==> src/rtl/interrupt_acknowledge_8259a_pkg.sv <==
// Shared definitions for the 8259A interrupt-acknowledge logic.
//   - ack_state_e      : acknowledge-sequence FSM states
//   - SpuriousLevel    : level reported when the request vanished before INTA
//   - priority_encode  : fixed-priority (bit 0 highest) encoder, reusable by IRR/ISR blocks
//   - level_onehot     : 3-bit level to 8-bit one-hot mask
package interrupt_acknowledge_8259a_pkg;

    typedef enum logic [2:0] {
        StIdle,
        StRequest,
        StAck1,
        StWait2,
        StAck2
    } ack_state_e;

    localparam logic [2:0] SpuriousLevel = 3'd7;

    // Returns {found, level}; level is the lowest set bit index (IR0 has top priority).
    function automatic logic [3:0] priority_encode(input logic [7:0] vec);
        logic [3:0] result;
        result = 4'b0000;
        // Scan downwards so the lowest set index is the one that sticks.
        for (int i = 7; i >= 0; i--) begin
            if (vec[i]) begin
                result = {1'b1, 3'(i)};
            end
        end
        return result;
    endfunction

    function automatic logic [7:0] level_onehot(input logic [2:0] level);
        return 8'h01 << level;
    endfunction

endpackage

==> src/rtl/interrupt_acknowledge_8259a_resolver.sv <==
// priority_resolver_8259a: combinational fixed-priority arbiter.
// Ports:
//   i_pending     [7:0] unmasked pending requests (IRR & ~mask)
//   i_in_service  [7:0] current ISR contents
//   o_qualified         a pending level beats everything currently in service
//   o_level       [2:0] highest-priority pending level (valid when o_qualified)
module priority_resolver_8259a
    import interrupt_acknowledge_8259a_pkg::*;
(
    input  logic [7:0] i_pending,
    input  logic [7:0] i_in_service,
    output logic       o_qualified,
    output logic [2:0] o_level
);

    logic [3:0] w_req;
    logic [3:0] w_isr;

    assign w_req = priority_encode(i_pending);
    assign w_isr = priority_encode(i_in_service);

    assign o_level = w_req[2:0];
    // Strictly higher priority means a strictly lower index than the top ISR bit.
    assign o_qualified = w_req[3] && (!w_isr[3] || (w_req[2:0] < w_isr[2:0]));

endmodule

==> src/rtl/interrupt_acknowledge_8259a.sv <==
// interrupt_acknowledge_8259a: 8259A INT/INTA handshake, ISR maintenance and vector output.
// Ports:
//   clock, reset_n                single clock, synchronous active-low reset
//   interrupt_request_register    IRR contents (bit 0 = IR0)
//   interrupt_mask                1 = level masked
//   interrupt_acknowledge_n       CPU INTA, active-low, synchronous
//   auto_eoi_config               1 = clear ISR bit at end of second INTA
//   end_of_interrupt              one-cycle non-specific EOI
//   interrupt_vector_base         vector bits T7..T3
//   interrupt_to_cpu              INT to CPU
//   freeze                        IRR freeze strobe
//   clear_interrupt_request       one-hot, one-cycle IRR clear
//   in_service_register           ISR contents
//   data_bus_out, data_bus_enable vector byte and its enable
module interrupt_acknowledge_8259a
    import interrupt_acknowledge_8259a_pkg::*;
(
    input  logic       clock,
    input  logic       reset_n,
    input  logic [7:0] interrupt_request_register,
    input  logic [7:0] interrupt_mask,
    input  logic       interrupt_acknowledge_n,
    input  logic       auto_eoi_config,
    input  logic       end_of_interrupt,
    input  logic [4:0] interrupt_vector_base,
    output logic       interrupt_to_cpu,
    output logic       freeze,
    output logic [7:0] clear_interrupt_request,
    output logic [7:0] in_service_register,
    output logic [7:0] data_bus_out,
    output logic       data_bus_enable
);

    ack_state_e r_state;
    ack_state_e w_state_next;

    logic       r_inta_prev;
    logic       r_int;
    logic       r_freeze;
    logic [7:0] r_clear;
    logic [7:0] r_isr;
    logic [7:0] r_dbo;
    logic       r_dbe;
    logic [2:0] r_level;
    logic       r_spurious;

    logic [7:0] w_pending;
    logic       w_qualified;
    logic [2:0] w_sel_level;
    logic       w_inta_fall;
    logic       w_inta_rise;
    logic [3:0] w_isr_top;
    logic [7:0] w_eoi_clear;
    logic [7:0] w_aeoi_clear;
    logic [7:0] w_set_mask;
    logic [7:0] w_isr_next;
    logic [2:0] w_level_next;
    logic       w_spurious_next;
    logic [7:0] w_dbo_next;

    assign w_pending   = interrupt_request_register & ~interrupt_mask;
    assign w_inta_fall = r_inta_prev && !interrupt_acknowledge_n;
    assign w_inta_rise = !r_inta_prev && interrupt_acknowledge_n;

    priority_resolver_8259a u_resolver (
        .i_pending    (w_pending),
        .i_in_service (r_isr),
        .o_qualified  (w_qualified),
        .o_level      (w_sel_level)
    );

    // Non-specific EOI always acts on the ISR as it stands before this edge.
    assign w_isr_top   = priority_encode(r_isr);
    assign w_eoi_clear = (end_of_interrupt && w_isr_top[3]) ? level_onehot(w_isr_top[2:0])
                                                            : 8'h00;

    always_comb begin
        w_state_next    = r_state;
        w_level_next    = r_level;
        w_spurious_next = r_spurious;
        w_set_mask      = 8'h00;
        w_aeoi_clear    = 8'h00;

        unique case (r_state)
            StIdle: begin
                if (w_qualified) begin
                    w_state_next = StRequest;
                end
            end
            StRequest: begin
                if (w_inta_fall) begin
                    w_state_next = StAck1;
                    if (w_qualified) begin
                        w_level_next    = w_sel_level;
                        w_spurious_next = 1'b0;
                        w_set_mask      = level_onehot(w_sel_level);
                    end else begin
                        // Request withdrawn after INT was raised: answer with IR7, touch nothing.
                        w_level_next    = SpuriousLevel;
                        w_spurious_next = 1'b1;
                    end
                end
            end
            StAck1: begin
                if (w_inta_rise) begin
                    w_state_next = StWait2;
                end
            end
            StWait2: begin
                if (w_inta_fall) begin
                    w_state_next = StAck2;
                end
            end
            StAck2: begin
                if (w_inta_rise) begin
                    w_state_next = StIdle;
                    if (auto_eoi_config && !r_spurious) begin
                        w_aeoi_clear = level_onehot(r_level);
                    end
                end
            end
            default: begin
                w_state_next = StIdle;
            end
        endcase

        w_isr_next = (r_isr & ~w_eoi_clear & ~w_aeoi_clear) | w_set_mask;
        // Vector is driven for every ACK2 cycle and held otherwise.
        w_dbo_next = (w_state_next == StAck2) ? {interrupt_vector_base, w_level_next} : r_dbo;
    end

    always_ff @(posedge clock) begin
        if (!reset_n) begin
            r_state     <= StIdle;
            r_inta_prev <= 1'b1;
            r_int       <= 1'b0;
            r_freeze    <= 1'b0;
            r_clear     <= 8'h00;
            r_isr       <= 8'h00;
            r_dbo       <= 8'h00;
            r_dbe       <= 1'b0;
            r_level     <= 3'd0;
            r_spurious  <= 1'b0;
        end else begin
            r_state     <= w_state_next;
            r_inta_prev <= interrupt_acknowledge_n;
            // Outputs are registered from the next state so they line up with it.
            r_int       <= (w_state_next == StRequest);
            r_freeze    <= (w_state_next == StAck1) || (w_state_next == StWait2) ||
                           (w_state_next == StAck2);
            r_clear     <= w_set_mask;
            r_isr       <= w_isr_next;
            r_dbo       <= w_dbo_next;
            r_dbe       <= (w_state_next == StAck2);
            r_level     <= w_level_next;
            r_spurious  <= w_spurious_next;
        end
    end

    assign interrupt_to_cpu        = r_int;
    assign freeze                  = r_freeze;
    assign clear_interrupt_request = r_clear;
    assign in_service_register     = r_isr;
    assign data_bus_out            = r_dbo;
    assign data_bus_enable         = r_dbe;

endmodule

==> config.mk <==
export PLATFORM = sky130hd
export DESIGN_NAME = interrupt_acknowledge_8259a
export DESIGN_NICKNAME = d
export VERILOG_FILES = /design/src/rtl/interrupt_acknowledge_8259a_pkg.sv /design/src/rtl/interrupt_acknowledge_8259a_resolver.sv /design/src/rtl/interrupt_acknowledge_8259a.sv
export SDC_FILE = /design/constraint.sdc
export NUM_CORES = 1
export LEC_CHECK = 0
export CORE_MARGIN = 8
export CORE_UTILIZATION = 51
export CTS_BUF_LIST = sky130_fd_sc_hd__clkbuf_4 sky130_fd_sc_hd__clkbuf_8
export DETAILED_ROUTE_END_ITERATION = 7
export MAX_ROUTING_LAYER = met4
export PLACE_DENSITY = 0.87
export REMOVE_ABC_BUFFERS = 1
export SYNTH_ARGS = -nofsm -noshare
export SYNTH_HDL_FRONTEND = slang
export SYNTH_HIERARCHICAL = 1
export SYNTH_SLANG_ARGS = --single-unit
==> constraint.sdc <==
create_clock -name clock -period 5.5 [get_ports clock]
set_clock_uncertainty 0.05 [all_clocks]
set_input_delay 0.55 -clock clock [delete_from_list [all_inputs] [get_ports clock]]
set_output_delay 0.55 -clock clock [all_outputs]
set_load 0.03 [all_outputs]
Word level (Yosys, flattened, before mapping). Index checks and enable logic that the tools add are counted.

Shift operators: 3. $lt $le $gt $ge: 1. Multiplexer cells: 33. Bitwise operators: 7. Eq/ne operators: 8. Reductions and logical operators: 14.

Operators by type and width (count): 2-to-1 mux 4 bit (16); 2-to-1 mux 8 bit (7); bitwise AND 8 bit (3); 2-to-1 mux 3 bit (8); NOT 8 bit (3); left shift 1 x 3 -> 8 bit (first input constant) (3); case mux 3 bit (5 select lines) (1); == test 3 x 2 -> 1 bit (second input constant) (4); OR 8 bit (1); == test 3 x 1 -> 1 bit (second input constant) (2); == test 3 bit (second input constant) (2); logical AND 1 bit (5); logical NOT 1 bit (4); logical NOT 3 bit (1); logical OR 1 bit (3); < comparator 3 bit (1); AND reduction 2 bit (1); 2-to-1 mux 1 bit (1).

Output and inout bits: 27. Word-level logic and storage cells: 76. Bits of input ports: 26. Register bits after elaboration: 35.

Depth between registers and ports, before layout. Gate-level depths: netlist (run 1).

Word-level depth: 18. Mapped depth: 11. Mapped depth without buffers: 11.

Cells and area by module. Netlist (run 1), hierarchy kept.

Modules (own cells, without submodules): interrupt_acknowledge_8259a (seq. area each 700.7 sq um, cells an instance 141, area each 1406.3 sq um, instances 1); priority_resolver_8259a (seq. area each 0.0 sq um, cells an instance 31, area each 215.2 sq um, instances 1).

Least setup slack after synthesis (run 1). OpenSTA, ideal clock, no wires.

Path kind: input port to flip-flop. Start point: in interrupt_request_register[7]. End point: reg r_isr[6] (netlist: in_service_register[6]). Data required time: 5.379 ns. Cell stages on the path: 11. Library setup time: 0.071 ns. Arrival time: 2.944 ns. Slack: 2.435 ns. Buffers on the path: 0. Cell sequence: nor2b_1 nor2_1 nor3_1 nor3_1 nor3_1 ha_1 and3_1 a222oi_1 nand4b_1 nor3_1 o21bai_1.

Longest elaborated chain between the ends: 16. Elaborated cells between the ends (all ways): 17. Those cells by class: order compare: 1; shift: 1; mux: 11; bitwise: 2; reduce/logical: 2.

Ends and longest elaborated chain: start: declaration (line interrupt_acknowledge_8259a.sv:20) `input logic [7:0] interrupt_request_register,`; bitwise AND 8 bit (line interrupt_acknowledge_8259a.sv:61) `assign w_pending = interrupt_request_register & ~interrupt_mask;`; 2-to-1 mux 4 bit (8 in a row) (line interrupt_acknowledge_8259a_pkg.sv:24) `if (vec[i]) begin`; via w_sel_level[1] (line interrupt_acknowledge_8259a.sv:49) `logic [2:0] w_sel_level;`; < comparator 3 bit (line interrupt_acknowledge_8259a_resolver.sv:24) `assign o_qualified = w_req[3] && (!w_isr[3] || (w_req[2:0] < w_isr[2:0]));`; logical OR 1 bit (line interrupt_acknowledge_8259a_resolver.sv:24); logical AND 1 bit (line interrupt_acknowledge_8259a_resolver.sv:24); via w_qualified (line interrupt_acknowledge_8259a.sv:48) `logic w_qualified;`; 2-to-1 mux 8 bit (line interrupt_acknowledge_8259a.sv:93) `if (w_qualified) begin`; 2-to-1 mux 8 bit (line interrupt_acknowledge_8259a.sv:91) `if (w_inta_fall) begin`; 2-to-1 mux 8 bit (line interrupt_acknowledge_8259a.sv:84) `unique case (r_state)`; OR 8 bit (line interrupt_acknowledge_8259a.sv:127) `w_isr_next = (r_isr & ~w_eoi_clear & ~w_aeoi_clear) | w_set_mask;`; end signal: assignment (line interrupt_acknowledge_8259a.sv:152) `r_isr <= w_isr_next;`; end: declaration (line interrupt_acknowledge_8259a.sv:41) `logic [7:0] r_isr;`.

The timed path passes the listed nets, and every way through them passes these cells. A chain may end at the register's enable or synchronous reset.

Final worst setup path (run 1).
Start point: in interrupt_request_register[6]. End point: reg r_isr[5] (netlist: in_service_register[5]).

Longest elaborated chain between the ends: 15. Elaborated cells between the ends (all ways): 16. Those cells by class: order compare: 1; shift: 1; mux: 10; bitwise: 2; reduce/logical: 2.

Ends and longest elaborated chain: bitwise AND 8 bit (line interrupt_acknowledge_8259a.sv:61); via w_pending[6] (line interrupt_acknowledge_8259a.sv:47) `logic [7:0] w_pending;`; 2-to-1 mux 4 bit (7 in a row) (line interrupt_acknowledge_8259a_pkg.sv:24); via w_sel_level[1] (line interrupt_acknowledge_8259a.sv:49); < comparator 3 bit (line interrupt_acknowledge_8259a_resolver.sv:24); logical OR 1 bit (line interrupt_acknowledge_8259a_resolver.sv:24); logical AND 1 bit (line interrupt_acknowledge_8259a_resolver.sv:24); via w_qualified (line interrupt_acknowledge_8259a.sv:48); 2-to-1 mux 8 bit (line interrupt_acknowledge_8259a.sv:93); 2-to-1 mux 8 bit (line interrupt_acknowledge_8259a.sv:91); 2-to-1 mux 8 bit (line interrupt_acknowledge_8259a.sv:84); OR 8 bit (line interrupt_acknowledge_8259a.sv:127).

The timed path passes the listed nets, and every way through them passes these cells.

==> run_results.csv, run 1 <==
group,metric,value,unit
run_status,outcome,"finished clean",
routing,route.vias.total,1522,
timing,worst-slew-pin-transition,0.842,ns
clocking,cts_setup_buffers,0,
global_routing,grt_antenna_before_repair,0,
yosys,synth_sequential_area_ratio,43.2,%
critical_path,timing.critical_path.to,"in_service_register[5]",
critical_path,critical_path_cell_count,12,
routing,ant_nets,0,
clocking,cts.sink_count,35,
clocking,clkTransAtPathRegs,0.11,ns
floorplanning,floorplan.core_area,3030,um^2
finish,finish.net_count,256,
global_routing,grt_start_max_net_pins,28,
critical_path,reg2reg_slack,2.42,ns
routing,initial_drc_count,127,
critical_path,critical_path_peak_fanout,7,
floorplanning,die_height,72.4,um
yosys,post_synth_inst_count,172,
routing,remaining_drc_errors,0,
critical_path,worstSetupStartpoint,"interrupt_request_register[6]",
place,dpl.hpwl,3.42,mm
finish,mostFrequentLayoutCell,"sky130_fd_sc_hd__clkdlybuf4s50_1",
critical_path,worstReg2RegStart,"in_service_register[3]",
timing,final_cycle_utilization_of_the_critical_path,68.9,%
critical_path,worst-endpoint-arrival,4.02,ns
power_and_ir_drop,peakVddDrop,0.182,mV
place,port-buffer-count,52,
global_routing,grt_pass1_vias,1564,
power_and_ir_drop,leakage,0.877,nW
routing,detailedRoute.firstPassIterationCount,5,
timing,grt_setup_unrepaired,"false",
floorplanning,cell_rows,20,
yosys,ys_seq_elements,35,
finish,area_growth,38.5,%
floorplanning,initial_core_util,53.6,%
finish,diodes,0,
finish,fin_util,74.2,%
clocking,ctsRootBufferMaster,"sky130_fd_sc_hd__clkbuf_4",
routing,finalWirelength,4.34,mm
critical_path,critical_path.max_stage_delay,0.58,ns
critical_path,timing.critical_path.from_type,"primary input",
floorplanning,io-pin-count,53,
job,maxCapViolations,0,
timing,slew_headroom,43.7,%
critical_path,r2r_end,"in_service_register[5]",
floorplanning,die-width,72.4,um
power_and_ir_drop,powerDensity,231,nW/um^2
yosys,syn_area,1620,um^2
global_routing,grtUsageTotal,17.5,%
critical_path,critical-path-slowest-cell,"sky130_fd_sc_hd__a222oi_1",
finish,drive_above_1_share,8.73,%
clocking,cts_tree,"yes",
power_and_ir_drop,post-layout-total-power,0.518,mW
timing,tns,0,ns
critical_path,path_class,"primary input to register",
critical_path,worst_setup_ep_type,"register",
global_routing,grt_first_pass_wirelength,7.26,mm
clocking,cts_hold_buf,0,
timing,post-route-min-period,3.79,ns
timing,setup_violations,0,
critical_path,worst-endpoint-required,5.73,ns
clocking,cts_buffer_depth,2,
yosys,yosysUniqueCellTypes,48,
floorplanning,die_area,5240,um^2
critical_path,crit_buf_inv,1,
critical_path,depth_of_the_most_critical_reg_to_reg_path,8,
yosys,syn-mean-instance-area,9.43,um^2
critical_path,critical_path.cell_chain,"clkdlybuf4s50_1 -> nor2b_1 -> nor2_1 -> nor3_1 -> nor3_1 -> nor3_1 -> ha_1 -> and3_1 -> a222oi_1 -> nand4b_1 -> nor3_1 -> nand2b_1",
clocking,number_of_clock_buffers_inserted_by_tritoncts,5,
timing,drv_slew,0,
clocking,ctsHtreeMaxLevel,2,
critical_path,timing.critical_path.max_delay_family,"simple AND/OR/NAND/NOR gates",
timing,max_freq,264,MHz
clocking,cts_repair_resize_count,0,
routing,avgRoutedWirePerCell,15.9,um
global_routing,global_route.overflow_total,0,
finish,layout_common_cells,"sky130_fd_sc_hd__clkdlybuf4s50_1 (52), sky130_fd_sc_hd__dfxtp_1 (35), sky130_fd_sc_hd__nor2b_1 (19)",
place,place.gp.congestion,0.931,
critical_path,timing.critical_path.mode_cell,"sky130_fd_sc_hd__nor3_1",
timing,finalHoldViolCount,0,
routing,post_drt_via_cell_ratio,5.58,
hold_path,hold_path.class,"register to register",
yosys,ys_warn_count,6,
clocking,clk-insertion-delay-late,0.33,ns
-- kinds of logic (layout without fill, tap and decap cells) --
| logic type | count (synthesis) | after routing | synth area share, % |
|---|---|---|---|
| AOI/OAI and AO/OA | 34 | 34 | 16.1 |
| xor gates and xnor gates | 1 | 1 | 0.540 |
| adders and majority gates | 2 | 2 | 1.54 |
| buffers and inverters | 10 | 67 | 2.39 |
| DFF | 35 | 35 | 43.2 |
| muxes | 7 | 7 | 4.32 |
| and+or+nand+nor | 83 | 83 | 31.9 |
-- registers in the layout (all words and copies together) (netlist names) --
name,cells
interrupt_to_cpu,1
r_level,3
freeze,1
r_state,3
r_inta_prev,1
clear_interrupt_request,8
r_spurious,1
in_service_register,8
data_bus_out,8
data_bus_enable,1
-- per-layer routing --
layer / global-route usage, % / part of all wire, %
met1: 19.3 / 42
met3: 6.06 / 8.1
met2: 28.9 / 48
met5: - / 0
met4: 6.00 / 1.9
-- cell type report --
type                       count  area (um^2)
clock buffer                   7         52.6
clock inverter                 1         5.00
fill                         227          782
inverter                       6         22.5
multi-input combinational    127          882
sequential                    35          701
tap                           44         55.1
timing repair buffer          53          528
-- worst min path at each step --
stage	from	end	slack, ns	depth (start not counted)
floorplan	r_state[2]	interrupt_to_cpu	0.41	1
global placement	data_bus_out[2]	data_bus_out[2]	0.41	2
detailed placement	data_bus_out[0]	data_bus_out[0]	0.43	2
CTS	data_bus_out[0]	data_bus_out[0]	0.46	2
global route	data_bus_out[1]	data_bus_out[1]	0.49	2
finish	data_bus_out[0]	data_bus_out[0]	0.46	2
-- synthesized netlist by cell type (all sizes together) --
library cell | count | share of area [%]
ha | 2 | 1.5
or4b | 1 | 0.85
o21a | 1 | 0.46
nor3 | 10 | 3.1
nor3b | 2 | 1.2
o22ai | 2 | 0.77
a21oi | 4 | 1.2
nand4b | 2 | 1.1
o211a | 1 | 0.62
a41o | 2 | 1.3
mux2i | 7 | 4.3
nor2b | 19 | 7.3
and4b | 1 | 0.62
or2 | 1 | 0.39
nor4 | 4 | 2.9
nor2 | 12 | 2.8
clkbuf | 3 | 0.69
a21o | 1 | 0.46
and2b | 1 | 0.46
or3 | 1 | 0.69
o21ai | 7 | 2.2
nand2b | 9 | 3.5
buf | 1 | 0.31
xor2 | 1 | 0.54
and3 | 2 | 0.77
nand2 | 7 | 1.6
nand3 | 7 | 2.2
o211ai | 3 | 1.4
inv | 6 | 1.4
nand4bb | 1 | 0.69
o41ai | 2 | 1.1
a211o | 2 | 1.1
o21bai | 3 | 1.6
a222oi | 1 | 0.62
nand3b | 1 | 0.46
and4bb | 1 | 0.77
o2111ai | 1 | 0.54
o311ai | 1 | 0.54
dfxtp | 35 | 43
a22oi | 2 | 1.8
o31ai | 1 | 0.46
or3b | 1 | 0.54
-- tightest hold or removal path: stages (launching register included) --
cell,delay (ns)
sky130_fd_sc_hd__dfxtp_1,0.34
sky130_fd_sc_hd__nand3_1,0.06
sky130_fd_sc_hd__o21ai_0,0.07
-- through the flow --
step                      std cells  setup WS [ns]  instance area, um^2  hold WS [ns]
after CTS                       273           1.76                 2250         0.460
after global routing            273           1.33                 2250         0.492
after global placement          265           1.51                 2190         0.412
final                           273           1.71                 2250         0.461
after floorplan                 168           2.43                 1610         0.408
after detailed placement        265           1.40                 2190         0.432
-- where the power goes --
part / switching [mW] / leakage (nW) / internal (mW)
logic: 0.0497 / 0.558 / 0.0516
registers: 0.0110 / 0.284 / 0.264
clock network: 0.0821 / 0.0361 / 0.0597
total: 0.143 / 0.877 / 0.375
No activity file was read; power rests on OpenSTA's default activity.
==> run 2: changes to the inputs <==
Settings changed: CORE_UTILIZATION 51 to 43, PLACE_DENSITY 0.87 to 0.79.
Clock period 5.5 ns to 3.25 ns, I/O delays scaled along.
==> run 2 against run 1 <==
- critical path type unchanged
- global-route usage decreased by 3.5 points
- design area grew 4.5%
- final cell count is 3.7% higher
- utilization is 9.6 points lower
- register-to-register slack got worse by 1.9 ns
- largest cell class unchanged
- first-iteration DRC count fell by 44%
==> run_results.csv, run 2 (synthesis gave the netlist of run 1 again) <==
group,metric,value,unit
clocking,clkTransAtPathRegs,0.06,ns
finish,area_growth,44.8,%
power_and_ir_drop,powerDensity,421,nW/um^2
routing,finalWirelength,3.91,mm
timing,final_cycle_utilization_of_the_critical_path,91.1,%
run_status,outcome,"finished clean",
finish,mostFrequentLayoutCell,"sky130_fd_sc_hd__clkdlybuf4s50_1",
timing,post-route-min-period,2.96,ns
floorplanning,die_height,77.4,um
floorplanning,die_area,5990,um^2
floorplanning,io-pin-count,53,
routing,route.vias.total,1481,
finish,diodes,0,
power_and_ir_drop,leakage,0.925,nW
clocking,cts.sink_count,35,
power_and_ir_drop,post-layout-total-power,0.989,mW
clocking,cts_hold_buf,0,
routing,avgRoutedWirePerCell,13.8,um
job,maxCapViolations,0,
clocking,number_of_clock_buffers_inserted_by_tritoncts,5,
floorplanning,die-width,77.4,um
clocking,ctsRootBufferMaster,"sky130_fd_sc_hd__clkbuf_8",
critical_path,worst-endpoint-required,3.43,ns
routing,ant_nets,0,
global_routing,grt_pass1_vias,1407,
critical_path,worst_setup_ep_type,"register",
routing,initial_drc_count,71,
timing,slew_headroom,62.4,%
global_routing,grt_start_max_net_pins,20,
place,place.gp.congestion,0.814,
critical_path,timing.critical_path.from_type,"primary input",
critical_path,critical_path_peak_fanout,6,
finish,layout_common_cells,"sky130_fd_sc_hd__clkdlybuf4s50_1 (52), sky130_fd_sc_hd__dfxtp_1 (35), sky130_fd_sc_hd__nor2b_1 (19)",
timing,setup_violations,0,
routing,detailedRoute.firstPassIterationCount,4,
critical_path,worst-endpoint-arrival,3.14,ns
global_routing,global_route.overflow_total,0,
routing,remaining_drc_errors,0,
floorplanning,initial_core_util,44.6,%
clocking,cts_buffer_depth,2,
floorplanning,cell_rows,22,
global_routing,grt_antenna_before_repair,0,
clocking,ctsHtreeMaxLevel,2,
place,dpl.hpwl,3.08,mm
power_and_ir_drop,peakVddDrop,0.371,mV
timing,drv_slew,0,
timing,fin_hold_ws,0.437,ns
clocking,clk-insertion-delay-late,0.29,ns
floorplanning,floorplan.core_area,3630,um^2
hold_path,hold_path.class,"register to register",
timing,worst-slew-pin-transition,0.557,ns
timing,finalHoldViolCount,0,
global_routing,grt_first_pass_wirelength,6.56,mm
routing,post_drt_via_cell_ratio,5.23,
finish,drive_above_1_share,11.5,%
finish,finish.net_count,262,
global_routing,grtUsageTotal,14.0,%
place,port-buffer-count,52,
critical_path,path_class,"primary input to register",
clocking,cts_tree,"yes",
timing,max_freq,338,MHz
timing,grt_setup_unrepaired,"false",
run 2: cell types whose count changed in the layout (fill, tap and decap cells not counted), sizes merged:
cell	delta
clkinv	-1
buf	+6
clkbuf	+1
run 2: layout make-up:
class | count | area (um^2)
inverter | 6 | 22.5
timing repair buffer | 59 | 573
tap | 48 | 60.1
fill | 309 | 1290
sequential | 35 | 701
clock buffer | 8 | 104
multi-input combinational | 127 | 887
run 2: final timing paths:
path	end	slack [ns]	startpoint	cells after the start
setup / recovery	in_service_register[1]	0.29	interrupt_request_register[7]	12
hold / removal	data_bus_out[2]	0.44	data_bus_out[2]	2
setup reg to reg	in_service_register[1]	0.54	in_service_register[3]	8
hold reg to reg	data_bus_out[2]	0.44	data_bus_out[2]	2
run 2: metal layers:
layer  vias to the layer above  share of wire (%)  GRT usage, %
li1                        754                  -             -
met1                       670                 47          16.0
met2                        52                 46          21.4
met3                         5                6.3          5.41
met4                         0                1.5          6.04
met5                         -                  0             -
run 2: worst max-delay path, stage by stage:
cell and delay, ns:
sky130_fd_sc_hd__clkdlybuf4s50_1 0.45, sky130_fd_sc_hd__nor2b_1 0.21, sky130_fd_sc_hd__nor2_1 0.07, sky130_fd_sc_hd__nor3_1 0.13, sky130_fd_sc_hd__nor3_1 0.06, sky130_fd_sc_hd__nor3_1 0.24, sky130_fd_sc_hd__ha_1 0.28, sky130_fd_sc_hd__and3_1 0.16
sky130_fd_sc_hd__a222oi_1 0.38, sky130_fd_sc_hd__nand4bb_1 0.35, sky130_fd_sc_hd__nor3_1 0.35, sky130_fd_sc_hd__a41o_1 0.13
run 2: power by group:
part / switching [mW] / leakage, nW / internal [mW]
Combinational: 0.0837 / 0.587 / 0.0944
Clock: 0.145 / 0.0549 / 0.201
Sequential: 0.0176 / 0.284 / 0.447
run 2: per-stage QoR:
| step | std cells | setup TNS, ns | setup slack (ns) | util, % | cell area (um^2) |
|---|---|---|---|---|---|
| 6_report | 283 | 0 | 0.291 | 64.6 | 2350 |
| 5_1_grt | 283 | 0 | 0.00578 | 64.6 | 2350 |
| 4_1_cts | 283 | 0 | 0.278 | 64.5 | 2340 |
| 3_5_place_dp | 275 | -0.0176 | -0.0176 | 61.6 | 2240 |
| 3_3_place_gp | 275 | 0 | 0.0772 | 61.6 | 2240 |
| 2_1_floorplan | 168 | 0 | 0.410 | - | 1610 |
run 2: timing repair:
action	CTS	global route
resized for setup	0	1
endpoints found under the setup margin	0	1
setup buffers	0	0
